<file path="config.mk">
export PLATFORM = sky130hd
export DESIGN_NAME = ib_lut_mem_pingpong
export DESIGN_NICKNAME = d
export VERILOG_FILES = /design/src/rtl/ib_lut_mem_pingpong.sv
export SDC_FILE = /design/constraint.sdc
export NUM_CORES = 1
export LEC_CHECK = 0
export CAP_MARGIN = 20
export CORE_UTILIZATION = 50
export DETAILED_ROUTE_END_ITERATION = 10
export GPL_ROUTABILITY_DRIVEN = 0
export PLACE_DENSITY = 0.67
export SLEW_MARGIN = 20
export SYNTH_ARGS = -nofsm -noshare
export SYNTH_HDL_FRONTEND = slang
export SYNTH_SLANG_ARGS = --single-unit
</file>
<file path="constraint.sdc">
create_clock -name sys_clk -period 2.3 [get_ports sys_clk]
set_input_delay 0.46 -clock sys_clk [delete_from_list [all_inputs] [get_ports sys_clk]]
set_output_delay 0.46 -clock sys_clk [all_outputs]
set_load 0.01 [all_outputs]
</file>
<file path="src/rtl/ib_lut_mem_pingpong.sv">
// Double-buffered LUT memory for the IB decoder LUT cells.
// The decoder reads the active bank through RD_PORT_NUM replicated copies.
// At the same time, a streaming loader fills the shadow bank.
// A swap command exchanges the roles of the two banks.
module ib_lut_mem_pingpong #(
  parameter int unsigned QUAN_SIZE     = 4,
  parameter int unsigned PAGE_NUM      = 32,
  parameter int unsigned ADDR_BITWIDTH = $clog2(PAGE_NUM),
  parameter int unsigned RD_PORT_NUM   = 2,
  parameter bit          ASYNC_RD      = 1'b1
) (
  input  logic                                 sys_clk,
  input  logic                                 sys_rst,
  input  logic                                 load_start_i,
  input  logic [QUAN_SIZE-1:0]                 load_data_i,
  input  logic                                 load_valid_i,
  output logic                                 load_ready_o,
  output logic                                 load_busy_o,
  output logic                                 load_done_o,
  output logic                                 load_err_o,
  input  logic                                 bank_swap_i,
  output logic                                 active_bank_o,
  input  logic [RD_PORT_NUM*ADDR_BITWIDTH-1:0] read_addr_i,
  output logic [RD_PORT_NUM*QUAN_SIZE-1:0]     read_page_o
);

  typedef enum logic [1:0] {StIdle, StLoad, StDone} state_e;

  state_e                   state_q;
  logic [ADDR_BITWIDTH-1:0] wr_ptr_q;
  logic                     load_bank_q;
  logic                     active_bank_q;
  logic                     ready_q;
  logic                     busy_q;
  logic                     done_q;
  logic                     err_q;

  // Each bank has one copy per read port.
  // Each copy is a simple dual-port distributed RAM.
  logic [QUAN_SIZE-1:0] mem_q [2][RD_PORT_NUM][PAGE_NUM];

  logic wr_en;
  logic last_word;

  // ready_q is high exactly while in StLoad.
  // Writes are gated during reset so an aborted load stops at once.
  assign wr_en     = ready_q & load_valid_i & ~sys_rst;
  assign last_word = (wr_ptr_q == ADDR_BITWIDTH'(PAGE_NUM - 1));

  assign load_ready_o  = ready_q;
  assign load_busy_o   = busy_q;
  assign load_done_o   = done_q;
  assign load_err_o    = err_q;
  assign active_bank_o = active_bank_q;

  // Loader FSM with registered status outputs and the active-bank flag.
  always_ff @(posedge sys_clk) begin
    if (sys_rst) begin
      state_q       <= StIdle;
      wr_ptr_q      <= '0;
      load_bank_q   <= 1'b1;
      active_bank_q <= 1'b0;
      ready_q       <= 1'b0;
      busy_q        <= 1'b0;
      done_q        <= 1'b0;
      err_q         <= 1'b0;
    end else begin
      done_q <= 1'b0;
      err_q  <= 1'b0;
      unique case (state_q)
        StIdle: begin
          if (bank_swap_i) active_bank_q <= ~active_bank_q;
          if (load_start_i) begin
            state_q     <= StLoad;
            wr_ptr_q    <= '0;
            // A same-edge swap applies first.
            // The load therefore targets the bank that just became inactive.
            load_bank_q <= ~(active_bank_q ^ bank_swap_i);
            ready_q     <= 1'b1;
            busy_q      <= 1'b1;
          end
        end
        StLoad: begin
          // Swapping mid-load would expose a half-written bank, so refuse it.
          if (bank_swap_i) err_q <= 1'b1;
          if (load_valid_i) begin
            wr_ptr_q <= wr_ptr_q + 1'b1;
            if (last_word) begin
              state_q <= StDone;
              ready_q <= 1'b0;
              done_q  <= 1'b1;
            end
          end
        end
        StDone: begin
          if (bank_swap_i) active_bank_q <= ~active_bank_q;
          state_q <= StIdle;
          busy_q  <= 1'b0;
        end
        default: state_q <= StIdle;
      endcase
    end
  end

  // Shadow-bank write, broadcast to every read-port copy.
  always_ff @(posedge sys_clk) begin
    if (wr_en) begin
      for (int p = 0; p < RD_PORT_NUM; p++) begin
        mem_q[load_bank_q][p][wr_ptr_q] <= load_data_i;
      end
    end
  end

  for (genvar p = 0; p < RD_PORT_NUM; p++) begin : g_rd_port
    logic [ADDR_BITWIDTH-1:0] rd_addr;
    logic [QUAN_SIZE-1:0]     rd_word;

    assign rd_addr = read_addr_i[p*ADDR_BITWIDTH +: ADDR_BITWIDTH];
    // Addresses past the end of the page exist only when PAGE_NUM is not a power of two.
    assign rd_word = (32'(rd_addr) < PAGE_NUM) ? mem_q[active_bank_q][p][rd_addr] : '0;

    if (ASYNC_RD) begin : g_async
      assign read_page_o[p*QUAN_SIZE +: QUAN_SIZE] = rd_word;
    end else begin : g_sync
      logic [QUAN_SIZE-1:0] rd_q;

      // Registered read: one cycle of latency from address to data.
      always_ff @(posedge sys_clk) begin
        if (sys_rst) rd_q <= '0;
        else         rd_q <= rd_word;
      end

      assign read_page_o[p*QUAN_SIZE +: QUAN_SIZE] = rd_q;
    end
  end

endmodule

</file>
==> summary.log, run 1 <==
qor: layout.final_area 15900 um2
qor: synthesis.synth_cell_types 48
qor: global_route.globalRouteOverflowTotal 0
qor: floorplanning.core_area 25100 um2
qor: hold_path.whs_path_depth 2
qor: critical_path.crit_path_end_kind output pin
qor: critical_path.start_kind flop
qor: sta.slew_viol_final 0
qor: floorplanning.fp.dieH 162 um
qor: global_route.via_count_of_the_first_global_routing_pass 8278
qor: power.power.share.combinational 13.3%
qor: global_route.antenna_violations_before_repair 0
qor: synthesis.yosysWarnings 0
qor: power.power_density_of_the_placed_cells 716 nW/um2
qor: power.power.clock.fraction 39.4%
qor: sta.clock_skew 0.0135 ns
qor: floorplanning.io-pin-count 32
qor: power.sw_ratio 22.6%
qor: power.intPower 8830 uW
qor: synthesis.yosys_register_bits 270
qor: detailed_routing.drt-initial-drc-count 1244
qor: synthesis.syn-cell-area 12700 um2
qor: synthesis.syn-mean-instance-area 17.3 um2
qor: global_route.grt_start_max_net_pins 65
qor: detailed_routing.totalWireLength 34000 um
qor: critical_path.regToRegSetupSlack 0.38 ns
qor: global_route.wire_length_of_the_first_global_routing_pass 51300 um
qor: hold_path.timing.hold.worst.class primary input to flop
qor: floorplanning.die_x 162 um
qor: sta.rsz0062_at_grt yes
qor: synthesis.postSynthCellCount 738
qor: clock_network.tritoncts yes
qor: layout.insertedDiodeCount 0
qor: detailed_routing.wire_per_inst 26.9 um
qor: clock_network.htree_num_levels 1
qor: critical_path.critical_path.reg2reg.startpoint wr_ptr_q[4]$_SDFFE_PP0P_
qor: synthesis.post_synth_fa_ha_maj_area_fraction 0.491%
qor: clock_network.clk_root_buffer_cell clkbuf_16
qor: clock_network.insertion_delay 0.55 ns
qor: sta.timing.final.hold_violations 0
qor: layout.largest_register_ff_count 256
qor: synthesis.share_of_the_synthesized_area_in_compound_gates_ao_oa_aoi_oai 4.38%
qor: power.max-vdd-ir-drop 0.598 mV
qor: detailed_routing.drt_drc_violations_left 0
qor: layout.final_nets 937
qor: placement.placement.cell_area 14400 um2
qor: floorplanning.initial_core_util 50.8%
qor: clock_network.cts.reportedPaths.clkPinSlew 0.07 ns
qor: clock_network.inserted_clock_buffers 28
qor: critical_path.setup.worst_path.end read_page_o[5]
qor: critical_path.crit_fanout 5
qor: run.max_cap_violations 0
qor: critical_path.arrival_time_at_the_worst_endpoint 2.76 ns
qor: global_route.grt_util_all_layers 27.0%
qor: synthesis.yosys.area_share.xor_xnor 0.275%
qor: synthesis.muxShareOfSynthArea 23.5%
qor: layout.regMostFlops mem_q
qor: detailed_routing.final_antenna_net_count 0
qor: sta.minimum_clock_period_after_layout 3.22 ns
qor: placement.port_buffers 31
qor: layout.area_growth 25.0%
qor: sta.period_share 140%
qor: synthesis.post_synth_main_area_contributors edfxtp_1, mux4_2, nor2_1
qor: floorplanning.die_area 26100 um2
qor: synthesis.synth.yosys.seq_area_share 62.5%
qor: placement.dpl.hpwl 23100 um
qor: sta.postLayoutSetupSlackWorst -0.920 ns
qor: synthesis.yosys.area.top_type edfxtp_1
qor: layout.top_regs mem_q: 256 flops, wr_ptr_q: 5 flops, state_q: 2 flops
qor: critical_path.r2r_cells 2
qor: sta.fmaxAchievable 0.311 GHz
qor: synthesis.synth_largest_type_area_fraction 60.3%
qor: run_status.status complete, but fails checks
qor: power.power.net_switching 2580 uW
qor: synthesis.dominant_combinational_cell_family_by_area_after_synthesis multiplexers
qor: synthesis.synth_nets 762
qor: synthesis.synth_simple_gate_area_share 6.76%
qor: clock_network.cts_hold_buf 0
qor: placement.post-place-ws -0.872 ns
qor: critical_path.worstPathRequired 1.84 ns
qor: power.power.sequential.fraction 47.4%
qor: sta.finalSetupViolations 8
qor: detailed_routing.dr_vias 8117
qor: sta.slew-limit-headroom 63.4%
qor: critical_path.timing.setup.critical_path_class flop to output pin
qor: clock_network.clk_path_buf_depth 3
qor: layout.post_route_cells_drive_above_1_share 42.7%
qor: detailed_routing.viasPerCell 6.42
qor: critical_path.rr_endpoint mem_q[0][185]$_DFFE_PP_
qor: run_status.violated_checks setup timing
qor: detailed_routing.drt_first_pass_iters 5
qor: sta.timing_worst_slew_pin_value 0.535 ns
qor: clock_network.cts_sinks 270
qor: floorplanning.row_count 58
qor: power.p_leak 0.00528 uW
-- routing by layer --
layer  track usage (%)  wire, um  part of all wire, %
met5                 0         0                    0
met4              8.70      1110                  3.3
met3              4.34      3240                  9.5
met2              44.7     16700                   49
met1              37.0     12900                   38
-- logic make-up (layout without fill, tap and decap cells) --
family | after synthesis | count (layout)
multiplexers | 139 | 139
XOR/XNOR | 4 | 4
AND/OR/NAND/NOR | 184 | 184
adder cells (fa/ha/maj) | 5 | 5
flip-flops | 270 | 270
buffers and inverters | 55 | 252
AO/OA/AOI/OAI | 81 | 81
-- critical path, stage by stage, from the launching register on --
cell,delay (ns)
dfxtp_4,0.41
buf_12,0.13
buf_12,0.11
mux4_2,0.53
mux4_2,0.52
o31ai_4,0.27
nor2_2,0.10
buf_2,0.15
-- how the worst min path moves through the flow --
stage                        startpoint                       end  slack, ns
3_5_place_dp   load_busy_o$_SDFFE_PP0P_  load_busy_o$_SDFFE_PP0P_       0.47
5_1_grt                  load_data_i[2]   mem_q[1][142]$_DFFE_PP_       0.42
4_1_cts                  load_data_i[3]    mem_q[1][23]$_DFFE_PP_       0.42
2_1_floorplan  load_bank_q$_SDFFE_PP1P_  load_bank_q$_SDFFE_PP1P_       0.45
3_3_place_gp   load_busy_o$_SDFFE_PP0P_  load_busy_o$_SDFFE_PP0P_       0.46
6_report                 load_data_i[2]   mem_q[1][142]$_DFFE_PP_       0.41
-- cells in the final DEF, fill, tap and decap left out, types with 10 or more instances in the layout --
| cell | Yosys | routed |
|---|---|---|
| edfxtp_1 | 256 | 256 |
| buf_4 | 11 | 129 |
| mux4_2 | 128 | 128 |
| nor2_1 | 86 | 85 |
| nand2_1 | 35 | 34 |
| clkbuf_16 | 0 | 30 |
| buf_12 | 0 | 20 |
| clkdlybuf4s50_1 | 0 | 17 |
| a22oi_2 | 0 | 15 |
| dfxtp_1 | 14 | 13 |
| buf_2 | 7 | 12 |
| nand3_1 | 11 | 11 |
| nor2b_1 | 10 | 10 |
-- metrics by stage --
stage	hold slack (ns)	TNS (ns)	util (%)	total power (uW)	cells
2_1_floorplan	0.451	-0.0474	-	6250	738
3_3_place_gp	0.462	-14.95	57.2	6740	1176
3_5_place_dp	0.468	-25.57	57.2	6760	1176
4_1_cts	0.416	-7.33	63.3	11400	1261
5_1_grt	0.418	-7.54	63.5	11700	1265
6_report	0.406	-6.93	63.5	11400	1265
-- power by group through the flow --
| stage | Clock [uW] | Sequential, uW | Combinational (uW) |
|---|---|---|---|
| 3_3_place_gp | 0 | 5510 | 1230 |
| 5_1_grt | 4760 | 5400 | 1580 |
| 6_report | 4490 | 5400 | 1510 |
| 3_5_place_dp | 0 | 5510 | 1250 |
| 4_1_cts | 4550 | 5400 | 1500 |
| 2_1_floorplan | 0 | 5500 | 744 |
-- synth_stat cells, drive strengths merged --
cell	instances
a2111oi	2
a211o	1
a211oi	1
a21o	1
a21oi	11
a221oi	6
a22o	2
a22oi	24
a31oi	2
a41oi	1
and2	3
and3	3
and3b	1
and4b	2
buf	23
clkbuf	28
dfxtp	14
edfxtp	256
ha	5
inv	4
mux2	2
mux2i	9
mux4	128
nand2	35
nand2b	5
nand3	11
nand3b	4
nand4	5
nand4b	4
nor2	86
nor2b	10
nor3	5
nor3b	1
nor4	1
nor4b	1
o21a	3
o21ai	9
o22ai	13
o31ai	2
o41ai	3
or2	3
or3	2
or3b	2
xnor2	1
xor2	3
-- area by class of cell --
type                    count  area [um2]
fillers                  1747        9170
flip-flops and latches    270        7970
multi-input cells         413        4740
repair buffers            196        1880
clock buffers              35         748
well taps                 330         413
clock inverters            17         169
inverters                   4        15.0
-- timing repair --
item                                   in CTS  in global routing
gates resized for setup                    74                 28
pin swaps                                  15                 19
buffers inserted                           27                  8
setup endpoints to repair                   8                  8
endpoints found under the hold margin       0                  0
gates cloned                                6                  1
No activity file was read; power rests on OpenSTA's default activity.
==> run 2: changes to the inputs <==
--- a/config.mk
+++ b/config.mk
@@ -5,7 +5,6 @@
 export SDC_FILE = /design/constraint.sdc
 export NUM_CORES = 1
 export LEC_CHECK = 0
-export CAP_MARGIN = 20
 export CORE_UTILIZATION = 50
 export DETAILED_ROUTE_END_ITERATION = 10
 export GPL_ROUTABILITY_DRIVEN = 0
==> results of run 2 <==
Final layout, timing and power as in run 1 (identical DEF).
==> run 3: changes to the inputs <==
--- a/config.mk
+++ b/config.mk
@@ -6,6 +6,7 @@
 export NUM_CORES = 1
 export LEC_CHECK = 0
 export CORE_UTILIZATION = 50
+export CTS_CLUSTER_SIZE = 25
 export DETAILED_ROUTE_END_ITERATION = 10
 export GPL_ROUTABILITY_DRIVEN = 0
 export PLACE_DENSITY = 0.67
==> results of run 3 <==
Final layout, timing and power as in run 1 (identical DEF).
